**src/rtl/quant_hist_bank_pkg.sv**
```systemverilog
`timescale 1ns/1ps
// quant_hist_bank_pkg
//   Shared definitions for the quantizer / histogram bank:
//   - histogram bin encoding ({sign, mag} read as a 2-bit index)
//   - layout of one lane's field in q_out
//   - width of the snapshot sequence number
package quant_hist_bank_pkg;

  localparam logic [1:0] BIN_POS_SMALL = 2'd0;
  localparam logic [1:0] BIN_POS_BIG   = 2'd1;
  localparam logic [1:0] BIN_NEG_SMALL = 2'd2;
  localparam logic [1:0] BIN_NEG_BIG   = 2'd3;

  localparam int NBINS = 4;
  localparam int QW    = 2;  // bits per lane in q_out
  localparam int SEQ_W = 8;  // snap_seq width

  // One lane of q_out. As a 2-bit value this is directly the bin index.
  typedef struct packed {
    logic sign;
    logic mag;
  } q_field_t;

endpackage

```
**src/rtl/quant_lane.sv**
```systemverilog
`timescale 1ns/1ps
// quant_lane
//   One ADC lane: pin-order reversal, Gray decode and offset-binary to
//   two's-complement conversion (stage 1), then sign/magnitude quantization
//   against thresh (stage 2).
// Ports:
//   clk, reset_n  clock, asynchronous active-low reset
//   load1         capture a new converted sample into stage 1
//   load2         capture a new quantized result into stage 2
//   pin           raw W-bit pin word
//   thresh        magnitude threshold (W-1 bits)
//   q             registered {sign, mag}; holds when load2 is low
module quant_lane
  import quant_hist_bank_pkg::*;
#(
  parameter int W      = 8,
  parameter int GRAY   = 1,
  parameter int BITREV = 1
) (
  input  logic         clk,
  input  logic         reset_n,
  input  logic         load1,
  input  logic         load2,
  input  logic [W-1:0] pin,
  input  logic [W-2:0] thresh,
  output q_field_t     q
);

  function automatic logic [W-1:0] gray_to_bin(input logic [W-1:0] g);
    logic [W-1:0] b;
    b[W-1] = g[W-1];
    for (int i = W - 2; i >= 0; i--) begin
      b[i] = b[i+1] ^ g[i];
    end
    return b;
  endfunction

  logic [W-1:0] rev_s;
  logic [W-1:0] ord_s;
  logic [W-1:0] bin_s;
  logic [W-1:0] s_c;
  logic [W-1:0] s_r;
  logic [W-2:0] m_s;
  q_field_t     q_c;

  // Undo pin reversal and Gray coding, then flip the MSB (offset -> 2's comp).
  always_comb begin
    for (int i = 0; i < W; i++) begin
      rev_s[i] = pin[W-1-i];
    end
    ord_s = (BITREV != 0) ? rev_s : pin;
    bin_s = (GRAY != 0) ? gray_to_bin(ord_s) : ord_s;
    s_c   = {~bin_s[W-1], bin_s[W-2:0]};
  end

  // Stage 1 register: converted sample.
  always_ff @(posedge clk or negedge reset_n) begin
    if (!reset_n) begin
      s_r <= '0;
    end else if (load1) begin
      s_r <= s_c;
    end
  end

  // One's-complement magnitude keeps the most negative code in range.
  always_comb begin
    q_c.sign = s_r[W-1];
    if (s_r[W-1]) begin
      m_s = ~s_r[W-2:0];
    end else begin
      m_s = s_r[W-2:0];
    end
    q_c.mag = (m_s >= thresh);
  end

  // Stage 2 register: quantized output, held between valid samples.
  always_ff @(posedge clk or negedge reset_n) begin
    if (!reset_n) begin
      q <= '0;
    end else if (load2) begin
      q <= q_c;
    end
  end

endmodule

```
**src/rtl/quant_hist_bank.sv**
```systemverilog
`timescale 1ns/1ps
// quant_hist_bank
//   NCH-lane ADC front end: per-lane quantizer (quant_lane) feeding per-lane
//   4-bin saturating histograms accumulated over windows of 2^WIN_LOG2
//   counted samples, with snapshot registers read through an indexed port.
// Ports:
//   clk, reset_n        clock, asynchronous active-low reset
//   in_valid, in_data   input samples, lane k at [k*W +: W]
//   thresh              magnitude threshold
//   enable              histogram counting enable
//   clear               zero live counters and window counter
//   q_valid, q_out      quantized stream, lane k at [2k +: 2] = {sign, mag}
//   snap_pulse          one-cycle strobe when a new snapshot is readable
//   snap_seq            snapshot sequence number (wraps)
//   rd_ch, rd_bin       snapshot select
//   rd_data             selected snapshot count, one cycle after select
module quant_hist_bank
  import quant_hist_bank_pkg::*;
#(
  parameter int NCH      = 4,
  parameter int W        = 8,
  parameter int GRAY     = 1,
  parameter int BITREV   = 1,
  parameter int WIN_LOG2 = 16,
  parameter int CW       = 17,
  localparam int CHW     = (NCH > 1) ? $clog2(NCH) : 1
) (
  input  logic               clk,
  input  logic               reset_n,
  input  logic               in_valid,
  input  logic [NCH*W-1:0]   in_data,
  input  logic [W-2:0]       thresh,
  input  logic               enable,
  input  logic               clear,
  output logic               q_valid,
  output logic [NCH*QW-1:0]  q_out,
  output logic               snap_pulse,
  output logic [SEQ_W-1:0]   snap_seq,
  input  logic [CHW-1:0]     rd_ch,
  input  logic [1:0]         rd_bin,
  output logic [CW-1:0]      rd_data
);

  q_field_t            lane_q     [NCH];
  logic                v1_r;
  logic [CW-1:0]       live_r     [NCH][NBINS];
  logic [CW-1:0]       live_nxt_s [NCH][NBINS];
  logic [CW-1:0]       snap_r     [NCH][NBINS];
  logic [WIN_LOG2-1:0] win_r;
  logic                count_s;
  logic                win_end_s;
  logic [CW-1:0]       rd_sel_s;

  genvar k;
  generate
    for (k = 0; k < NCH; k++) begin : g_lane
      quant_lane #(
        .W      (W),
        .GRAY   (GRAY),
        .BITREV (BITREV)
      ) u_lane (
        .clk     (clk),
        .reset_n (reset_n),
        .load1   (in_valid),
        .load2   (v1_r),
        .pin     (in_data[k*W +: W]),
        .thresh  (thresh),
        .q       (lane_q[k])
      );
      assign q_out[k*QW +: QW] = lane_q[k];
    end
  endgenerate

  // Valid pipeline alongside the two lane stages.
  always_ff @(posedge clk or negedge reset_n) begin
    if (!reset_n) begin
      v1_r    <= 1'b0;
      q_valid <= 1'b0;
    end else begin
      v1_r    <= in_valid;
      q_valid <= v1_r;
    end
  end

  // Counting qualifier and window-end detect.
  always_comb begin
    count_s   = q_valid & enable;
    win_end_s = count_s & (&win_r);
  end

  // Saturating increment of the bin selected by each lane's {sign, mag}.
  always_comb begin
    for (int c = 0; c < NCH; c++) begin
      for (int b = 0; b < NBINS; b++) begin
        if ((lane_q[c] == QW'(b)) && (live_r[c][b] != {CW{1'b1}})) begin
          live_nxt_s[c][b] = live_r[c][b] + CW'(1'b1);
        end else begin
          live_nxt_s[c][b] = live_r[c][b];
        end
      end
    end
  end

  // Live counters, window counter, snapshots and sequence number.
  // clear has priority, so a coinciding window end is dropped.
  always_ff @(posedge clk or negedge reset_n) begin
    if (!reset_n) begin
      for (int c = 0; c < NCH; c++) begin
        for (int b = 0; b < NBINS; b++) begin
          live_r[c][b] <= '0;
          snap_r[c][b] <= '0;
        end
      end
      win_r    <= '0;
      snap_seq <= '0;
    end else if (clear) begin
      for (int c = 0; c < NCH; c++) begin
        for (int b = 0; b < NBINS; b++) begin
          live_r[c][b] <= '0;
        end
      end
      win_r <= '0;
    end else if (win_end_s) begin
      // Snapshot includes the sample that closes the window.
      for (int c = 0; c < NCH; c++) begin
        for (int b = 0; b < NBINS; b++) begin
          snap_r[c][b] <= live_nxt_s[c][b];
          live_r[c][b] <= '0;
        end
      end
      win_r    <= '0;
      snap_seq <= snap_seq + SEQ_W'(1'b1);
    end else if (count_s) begin
      for (int c = 0; c < NCH; c++) begin
        for (int b = 0; b < NBINS; b++) begin
          live_r[c][b] <= live_nxt_s[c][b];
        end
      end
      win_r <= win_r + WIN_LOG2'(1'b1);
    end
  end

  // Snapshot-ready strobe, aligned with the snapshot register update.
  always_ff @(posedge clk or negedge reset_n) begin
    if (!reset_n) begin
      snap_pulse <= 1'b0;
    end else begin
      snap_pulse <= win_end_s & ~clear;
    end
  end

  // Readout mux; an rd_ch beyond the last lane matches nothing and reads 0.
  always_comb begin
    rd_sel_s = '0;
    for (int c = 0; c < NCH; c++) begin
      rd_sel_s = rd_sel_s | ({CW{rd_ch == CHW'(c)}} & snap_r[c][rd_bin]);
    end
  end

  // Registered readout.
  always_ff @(posedge clk or negedge reset_n) begin
    if (!reset_n) begin
      rd_data <= '0;
    end else begin
      rd_data <= rd_sel_s;
    end
  end

endmodule

```
**config.mk**
```make
export PLATFORM = sky130hd
export DESIGN_NAME = quant_hist_bank
export DESIGN_NICKNAME = d
export VERILOG_FILES = /design/src/rtl/quant_hist_bank_pkg.sv /design/src/rtl/quant_lane.sv /design/src/rtl/quant_hist_bank.sv
export SDC_FILE = /design/constraint.sdc
export NUM_CORES = 1
export LEC_CHECK = 0
export ABC_AREA = 1
export BUFFER_PORTS_ARGS = -buffer_cell sky130_fd_sc_hd__buf_2
export CORE_MARGIN = 2
export CORE_UTILIZATION = 60
export CTS_CLUSTER_DIAMETER = 60
export CTS_CLUSTER_SIZE = 8
export DETAILED_ROUTE_END_ITERATION = 8
export PLACE_DENSITY = 0.86
export SLEW_MARGIN = 10
export SYNTH_ARGS = -nofsm -noshare
export SYNTH_HDL_FRONTEND = slang
export SYNTH_SLANG_ARGS = --single-unit
```
**constraint.sdc**
```tcl
create_clock -name clk -period 2.92 [get_ports clk]
set_input_delay 0.584 -clock clk [delete_from_list [all_inputs] [get_ports clk]]
set_output_delay 0.584 -clock clk [all_outputs]
set_load 0.01 [all_outputs]
```
==> results of run 1 <==
[per-stage QoR]
stage               area (µm²)  hold slack (ns)  cells  power [mW]  worst slack, ns
global route             35670           0.1973   4626       21.38          0.02294
CTS                      35660           0.1680   4626       20.73           0.2554
global placement         33270           0.4574   4529       11.45           0.3834
detailed placement       33270           0.4608   4529       11.52           0.3102
finish                   35670           0.1917   4626       20.69           0.2594
floorplan                32170           0.2884   3888       10.63           0.6185
[per-layer routing]
| metal | global-route usage | share of wire |
|---|---|---|
| met1 | 0.4236 | 0.41 |
| met2 | 0.4925 | 0.46 |
| met3 | 0.06461 | 0.085 |
| met4 | 0.1455 | 0.047 |
| met5 | 0 | 0.00042 |
[area by class of cell]
class	count	area [µm²]	area share
clock buffers	93	2327	0.06524
inverters	374	1410	0.03953
multi-input cells	2704	14230	0.3989
flip-flops and latches	628	15720	0.4406
clock inverters	3	47.55	0.001333
well taps	688	860.8	0.02413
repair buffers	136	1081	0.03031
[path summary, 6_finish.rpt]
kind | end | slack [ns]
setup / recovery | live_r[83] | 0.26
hold / removal | g_lane[1].u_lane.s_r[7] | 0.19
hold reg to reg | snap_r[183] | 0.48
min in group asynchronous | live_r[14] | 0.50
setup reg to reg | live_r[83] | 0.26
max in group asynchronous | g_lane[2].u_lane.s_r[2] | 1.44
[worst max-delay path, cell delays in order, from the launching register on]
cell,delay [ns]
sky130_fd_sc_hd__dfrtp_1,0.41
sky130_fd_sc_hd__ha_1,0.19
sky130_fd_sc_hd__nand3_1,0.13
sky130_fd_sc_hd__nor4_1,0.32
sky130_fd_sc_hd__inv_1,0.08
sky130_fd_sc_hd__nor4_1,0.26
sky130_fd_sc_hd__ha_1,0.21
sky130_fd_sc_hd__nor2_1,0.05
sky130_fd_sc_hd__nand2_2,0.15
sky130_fd_sc_hd__nor2_1,0.09
sky130_fd_sc_hd__nand3_1,0.11
sky130_fd_sc_hd__nor2_2,0.08
sky130_fd_sc_hd__nand3_1,0.10
sky130_fd_sc_hd__xor2_1,0.23
sky130_fd_sc_hd__nand2_1,0.09
sky130_fd_sc_hd__o21ai_0,0.08
[cell families after synthesis]
group	after synthesis
AND/OR/NAND/NOR	1550
flip-flops	628
AO/OA/AOI/OAI	832
buffers and inverters	556
adder cells (fa/ha/maj)	62
multiplexers	2
XOR/XNOR	258
[registers in the layout, indices dropped and copies added (netlist names)]
| signal | flops |
|---|---|
| rd_data | 17 |
| g_lane.u_lane.s_r | 32 |
| snap_pulse | 1 |
| win_r | 16 |
| g_lane.u_lane.q | 8 |
| snap_seq | 8 |
| q_valid | 1 |
| live_r | 272 |
| v1_r | 1 |
| snap_r | 272 |
[cell usage in the layout, fill, tap and decap left out, types with 20 or more instances in the layout]
cell / instances
sky130_fd_sc_hd__dfrtp_1: 628
sky130_fd_sc_hd__xor2_1: 246
sky130_fd_sc_hd__nor2_1: 247
sky130_fd_sc_hd__o22ai_1: 235
sky130_fd_sc_hd__buf_2: 80
sky130_fd_sc_hd__buf_12: 20
sky130_fd_sc_hd__nor4_1: 25
sky130_fd_sc_hd__nor2_2: 30
sky130_fd_sc_hd__buf_4: 34
sky130_fd_sc_hd__o21ai_1: 251
sky130_fd_sc_hd__inv_1: 361
sky130_fd_sc_hd__nand4_1: 51
sky130_fd_sc_hd__ha_1: 62
sky130_fd_sc_hd__nor3_1: 63
sky130_fd_sc_hd__clkbuf_16: 93
sky130_fd_sc_hd__nand2_1: 927
sky130_fd_sc_hd__o21ai_0: 285
sky130_fd_sc_hd__a21oi_1: 29
sky130_fd_sc_hd__nand3_1: 155
[what timing repair did]
| action | in CTS | in global routing |
|---|---|---|
| setup endpoints to repair | 0 | 2 |
| hold endpoints to repair | 37 | 0 |
| gates resized for setup | 0 | 2 |
| hold buffers | 1 | 0 |
| setup buffers | 0 | 0 |
[power by group through the flow]
stage | clock, mW | combinational [mW] | sequential (mW)
floorplan | 0 | 1.35 | 9.28
global placement | 0 | 2.11 | 9.34
detailed placement | 0 | 2.17 | 9.35
CTS | 9.31 | 2.21 | 9.22
global route | 9.66 | 2.49 | 9.24
finish | 9.24 | 2.23 | 9.22
==> results by group, run 1 <==
Timing
  • Final critical-path required period: 2.661 ns
  • Post-route setup TNS: 0 ns
  • Unrepaired setup endpoints after global routing: false
  • Final count of negative-setup-slack endpoints: 0
  • Slew at the pin closest to its max-slew limit: 0.6817 ns
  • Maximum clock rate: 375.9 MHz
  • Period utilisation layout: 0.9112
  • Pins over their slew limit: 0
  • Final hold vios: 0
  • Relative slew margins: 0.5427
  • Worst clock skew: 0.02802 ns

Route
  • DRC: 1
  • Via-to-Cell Ratio: 5.976
  • Total iterations of the first detailed-routing run: 8
  • Number of routed nets with antenna violations: 0
  • Wirelength, routed: 86510 µm
  • Avg WL per Cell: 18.70 µm
  • DRC violation total after the first TritonRoute iteration: 2781
  • DR vias: 27644

Cells and area
  • ANT cells: 0
  • Fraction of layout cells with a size suffix above 1: 0.07872
  • Syn-to-layout area delta: 10.88%
  • Final design utilization: 0.6761
  • Final-stage net count: 4042
  • Fillcell total: 3937

Outcome
  • Failing checks: DRC
  • Result of the run: complete, but fails checks

Placed design
  • Weighted congestion reported at the end of routability-driven placement: 0.9654
  • Post-detail-place hpwl: 58140 µm
  • Quantity of I/O buffers inserted on ports: 82

CTS
  • Clock Path Buffers: 3
  • Clock latency at the later pin of the worst-skew pair: 0.64 ns
  • TritonCTS clock tree: yes
  • CTS clk-pin slew, worst paths: 0.05 ns
  • Root buffer selected by CTS: sky130_fd_sc_hd__clkbuf_16
  • Number of H-tree levels: 3
  • CTS Sinks: 628
  • Number of buffers inserted during clock tree synthesis: 88

Worst hold path
  • Launch point of the worst hold path: in_data[8]
  • Min-Delay Path Depth: 2
  • Path category of the worst min-delay check: in -> reg

Global route
  • First-pass GRT wire length: 140600 µm
  • Total congestion overflow after global routing: 0
  • Number of global-route vias before repair: 26905
  • GRT Total Usage: 0.3145
  • Antenna violations before repair: 1
  • Maximum number of pins on one net before global-route repair: 139

Floorplan
  • Die outline height: 235.6 µm
  • Number of rows in the core area: 84
  • Initial core utilization: 0.6098
  • Die Wd: 235.6 µm
  • Area of the core: 52760 µm²
  • Io pins: 83
  • Die Footprint: 55490 µm²

Logic synthesis
  • Post-synthesis compound-gate area fraction: 0.1407
  • Cells taking the most area after synthesis: sky130_fd_sc_hd__dfrtp_1, sky130_fd_sc_hd__nand2_1, sky130_fd_sc_hd__xor2_1, sky130_fd_sc_hd__o22ai_1, sky130_fd_sc_hd__o21ai_0
  • Share of cell area taken by muxes after synthesis: 0.0006223
  • Post-synthesis adder-cell area fraction: 0.02411
  • Sequential fraction of the synthesis area: 0.4885
  • Post-Syn Area: 32170 µm²
  • Most common library cells after synthesis: sky130_fd_sc_hd__nand2_1, sky130_fd_sc_hd__dfrtp_1, sky130_fd_sc_hd__inv_1
  • FF+latch count, synth: 628
  • Synthesized netlist net count: 3998
  • Post-synth top area share: 0.4885
  • Warnings, synthesis: 0
  • Avg Inst Size Synth: 8.274 µm²
  • Dominant combinational cell family by area after synthesis: simple AND/OR/NAND/NOR gates
  • Synth area leader: sky130_fd_sc_hd__dfrtp_1
  • Cell with the most instances after synthesis: sky130_fd_sc_hd__nand2_1
  • Synth Area in Simple Gates: 0.2053
  • Count of mapped cells out of synthesis: 3888
  • Number of library cell types mapped by synthesis: 42
  • Number of enable flip-flop cells after synthesis: 0
  • Dominant register cell in the synthesized netlist: sky130_fd_sc_hd__dfrtp_1
  • Share of flip-flops with an asynchronous set or reset: 1.000
  • Xor/xnor cell area share of the yosys netlist: 0.07024

Setup path
  • Data arrival time of the worst path: 3.20 ns
  • Max FO, Critical Path: 9
  • Critical path capture point type: register
  • Type of the setup path with the least slack: reg -> reg
  • Required @ worst endpoint: 3.45 ns
  • Logic depth of the worst register-to-register path: 15
  • Startpoint class of the critical path: register
  • Worst setup path startpoint: live_r[68]
  • Critical register-to-register path startpoint: live_r[68]

Run
  • Reported max-cap violation count: 0

Pwr
  • Switching part of the total power: 0.2621
  • Part of the power in combinational logic: 0.108
  • Clk pwr share: 0.447
  • Ratio of total power to cell area: 579.9 nW/µm²
  • P_leak: 15.74 nW
  • Net switching power of the design: 5.421 mW
  • Maximum vdd drop: 477.8 µV
  • Seq pwr share: 0.446
  • Internal power component: 15.27 mW
(Power assumes the default switching activity.)
==> run 2: changes to the inputs <==
BUFFER_PORTS_ARGS = -buffer_cell sky130_fd_sc_hd__buf_4   (was -buffer_cell sky130_fd_sc_hd__buf_2)
==> run 2 against run 1 <==
- global-route usage up 0.37 points
- utilization up 0.64 points
- design area up 0.95%
- the run ends with hold timing left
- sequential share of layout area down 0.41 points
- worst setup slack worse by 0.052 ns
- die area unchanged
- sequential power about the same
- clock skew down 0.0093 ns
- critical path type unchanged
- power about the same
- non-clock buffer count up 7
==> results by group, run 2 (same netlist as run 1, synthesis figures left out) <==
Floorplan
  • Number of rows in the core area: 84
  • Die Wd: 235.6 µm
  • Initial core utilization: 0.6098
  • Area of the core: 52760 µm²
  • Io pins: 83
  • Die Footprint: 55490 µm²
  • Die outline height: 235.6 µm

Cells and area
  • Area used by sequential logic in the layout: 15720 µm²
  • Final design utilization: 0.6825
  • Leading cell types in the layout, fill and taps excluded: sky130_fd_sc_hd__nand2_1, sky130_fd_sc_hd__dfrtp_1, sky130_fd_sc_hd__inv_1
  • Multi-input gate area: 14250 µm²
  • Syn-to-layout area delta: 11.93%
  • Final-stage net count: 4049
  • ANT cells: 0
  • Fraction of layout cells with a size suffix above 1: 0.08135
  • Largest regs: live_r (272), snap_r (272), g_lane.u_lane.s_r (32)
  • Most frequent standard cell in the layout excluding fill and tap cells: sky130_fd_sc_hd__nand2_1
  • Fillcell total: 3885

Global route
  • GRT Total Usage: 0.3182
  • Number of global-route vias before repair: 27597
  • Antenna violations before repair: 4
  • Maximum number of pins on one net before global-route repair: 168
  • First-pass GRT wire length: 142800 µm
  • Total congestion overflow after global routing: 0

Setup path
  • Data arrival time of the worst path: 3.23 ns
  • Critical path capture point type: register
  • FF-to-FF setup slack: 0.21 ns
  • Most used cell, CP: sky130_fd_sc_hd__nand2_1
  • Stage delay of the slowest cell on the critical path: 0.40 ns
  • Number of buffers and inverters on the critical path: 0
  • Ordered list of cells on the worst path: ha_1 > nand2_1 > nor4_1 > nand4_1 > nor4_2 > ha_1 > nor2_2 > nand2_2 > nor2_2 > nand4_1 > nor2_1 > nand2_1 > xor2_1 > nand2_1 > o21ai_1
  • Startpoint class of the critical path: register
  • Reg-to-Reg End: live_r[149]
  • Gate family responsible for the most delay along the worst path: simple AND/OR/NAND/NOR gates
  • Critical register-to-register path startpoint: live_r[136]
  • Critical Path Slowest Stage Cell: sky130_fd_sc_hd__dfrtp_1
  • Type of the setup path with the least slack: reg -> reg
  • Required @ worst endpoint: 3.44 ns
  • Max FO, Critical Path: 10
  • Logic depth of the worst register-to-register path: 15

Placed design
  • Weighted congestion reported at the end of routability-driven placement: 0.9153
  • Post-detail-place hpwl: 58320 µm
  • Worst setup slack after placement: 0.2244 ns
  • Quantity of I/O buffers inserted on ports: 82

CTS
  • Post-CTS Setup Repair Bufs: 0
  • Clock Path Buffers: 3
  • CTS Sinks: 628
  • TritonCTS clock tree: yes
  • Number of H-tree levels: 3
  • CTS clk-pin slew, worst paths: 0.05 ns
  • Clock latency at the later pin of the worst-skew pair: 0.62 ns
  • Number of buffers inserted during clock tree synthesis: 88
  • Root buffer selected by CTS: sky130_fd_sc_hd__clkbuf_16

Route
  • Post-Route M1 WL: 34780 µm
  • Total iterations of the first detailed-routing run: 6
  • DRC violation total after the first TritonRoute iteration: 2932
  • DR vias: 27945
  • Wirelength, routed: 87960 µm
  • Met2 routed wirelength: 40880 µm
  • Avg WL per Cell: 18.98 µm
  • Top layer reached by signal wires: met5
  • DRC: 0
  • Number of routed nets with antenna violations: 0
  • Via-to-Cell Ratio: 6.030
  • Routed length on met3: 8117 µm

Timing
  • Final critical-path required period: 2.713 ns
  • Relative slew margins: 0.3124
  • Crit path setup slack, layout: 0.2070 ns
  • Unrepaired setup endpoints after global routing: false
  • Final count of negative-setup-slack endpoints: 0
  • Slew at the pin closest to its max-slew limit: 1.031 ns
  • Pins over their slew limit: 0
  • Maximum clock rate: 368.6 MHz
  • Period utilisation layout: 0.9291
  • Worst clock skew: 0.01876 ns
  • Post-route setup TNS: 0 ns
  • Final hold vios: 4
  • Final hold slack: -0.009403 ns

Pwr
  • Seq pwr share: 0.446
  • Maximum vdd drop: 442.9 µV
  • Net switching power of the design: 5.444 mW
  • Internal power component: 15.25 mW
  • P_leak: 15.85 nW
  • Overall power of the completed layout: 20.69 mW
  • Switching part of the total power: 0.2631
  • Clk pwr share: 0.442
  • Part of the power in combinational logic: 0.112
  • Ratio of total power to cell area: 574.6 nW/µm²

Run
  • Reported max-cap violation count: 0

Outcome
  • Failing checks: hold timing
  • Result of the run: complete, but fails checks

Worst hold path
  • Path category of the worst min-delay check: in -> async
## run 2: cell count changes in the layout (fill, tap and decap cells not counted), sizes merged
cell | before | now
buf | 135 | 143
bufinv | 1 | 0
clkbuf | 93 | 94
clkinv | 3 | 4
dlygate4sd3 | 1 | 0
## run 2: through the flow
step | cell area, µm² | hold WS [ns] | instances
floorplan | 32170 | 0.2884 | 3888
global placement | 33620 | 0.4589 | 4537
detailed placement | 33620 | 0.4597 | 4537
CTS | 35980 | 0.007161 | 4634
global route | 36010 | 0.02122 | 4634
finish | 36010 | -0.009403 | 4634
## run 2: layout make-up
cell class                      count  area share
Sequential cell                   628      0.4364
Tap cell                          688     0.02391
Inverter                          374     0.03916
Multi-Input combinational cell   2704      0.3958
Clock buffer                       94     0.06473
Timing Repair Buffer              143     0.03940
Clock inverter                      3   0.0006254
## run 2: power groups by stage
stage | clock network [mW] | registers [mW] | logic [mW]
finish | 9.14 | 9.23 | 2.32
global route | 9.55 | 9.25 | 2.56
CTS | 9.19 | 9.23 | 2.29
detailed placement | 0 | 9.36 | 2.25
global placement | 0 | 9.34 | 2.18
floorplan | 0 | 9.28 | 1.35
## run 2: repair_timing
item	in CTS	in global routing
gates resized for setup	0	6
endpoints found under the setup margin	0	17
hold buffers	0	0
## run 2: how the worst max path moves through the flow
| stage | from | endpoint | slack (ns) | cells past startpoint |
|---|---|---|---|---|
| finish | live_r[136] | live_r[149] | 0.21 | 15 |
| global route | live_r[136] | live_r[149] | 0.006 | 15 |
| CTS | live_r[136] | live_r[149] | 0.18 | 15 |
| detailed placement | live_r[68] | live_r[83] | 0.22 | 15 |
| global placement | live_r[222] | live_r[235] | 0.37 | 18 |
| floorplan | live_r[187] | live_r[201] | 0.62 | 15 |
## run 2: metal layers
layer / track usage / vias to the layer above
met5: 0 / -
met4: 0.1490 / 4
met3: 0.07575 / 280
met2: 0.5035 / 1262
met1: 0.4163 / 13449
li1: - / 12950
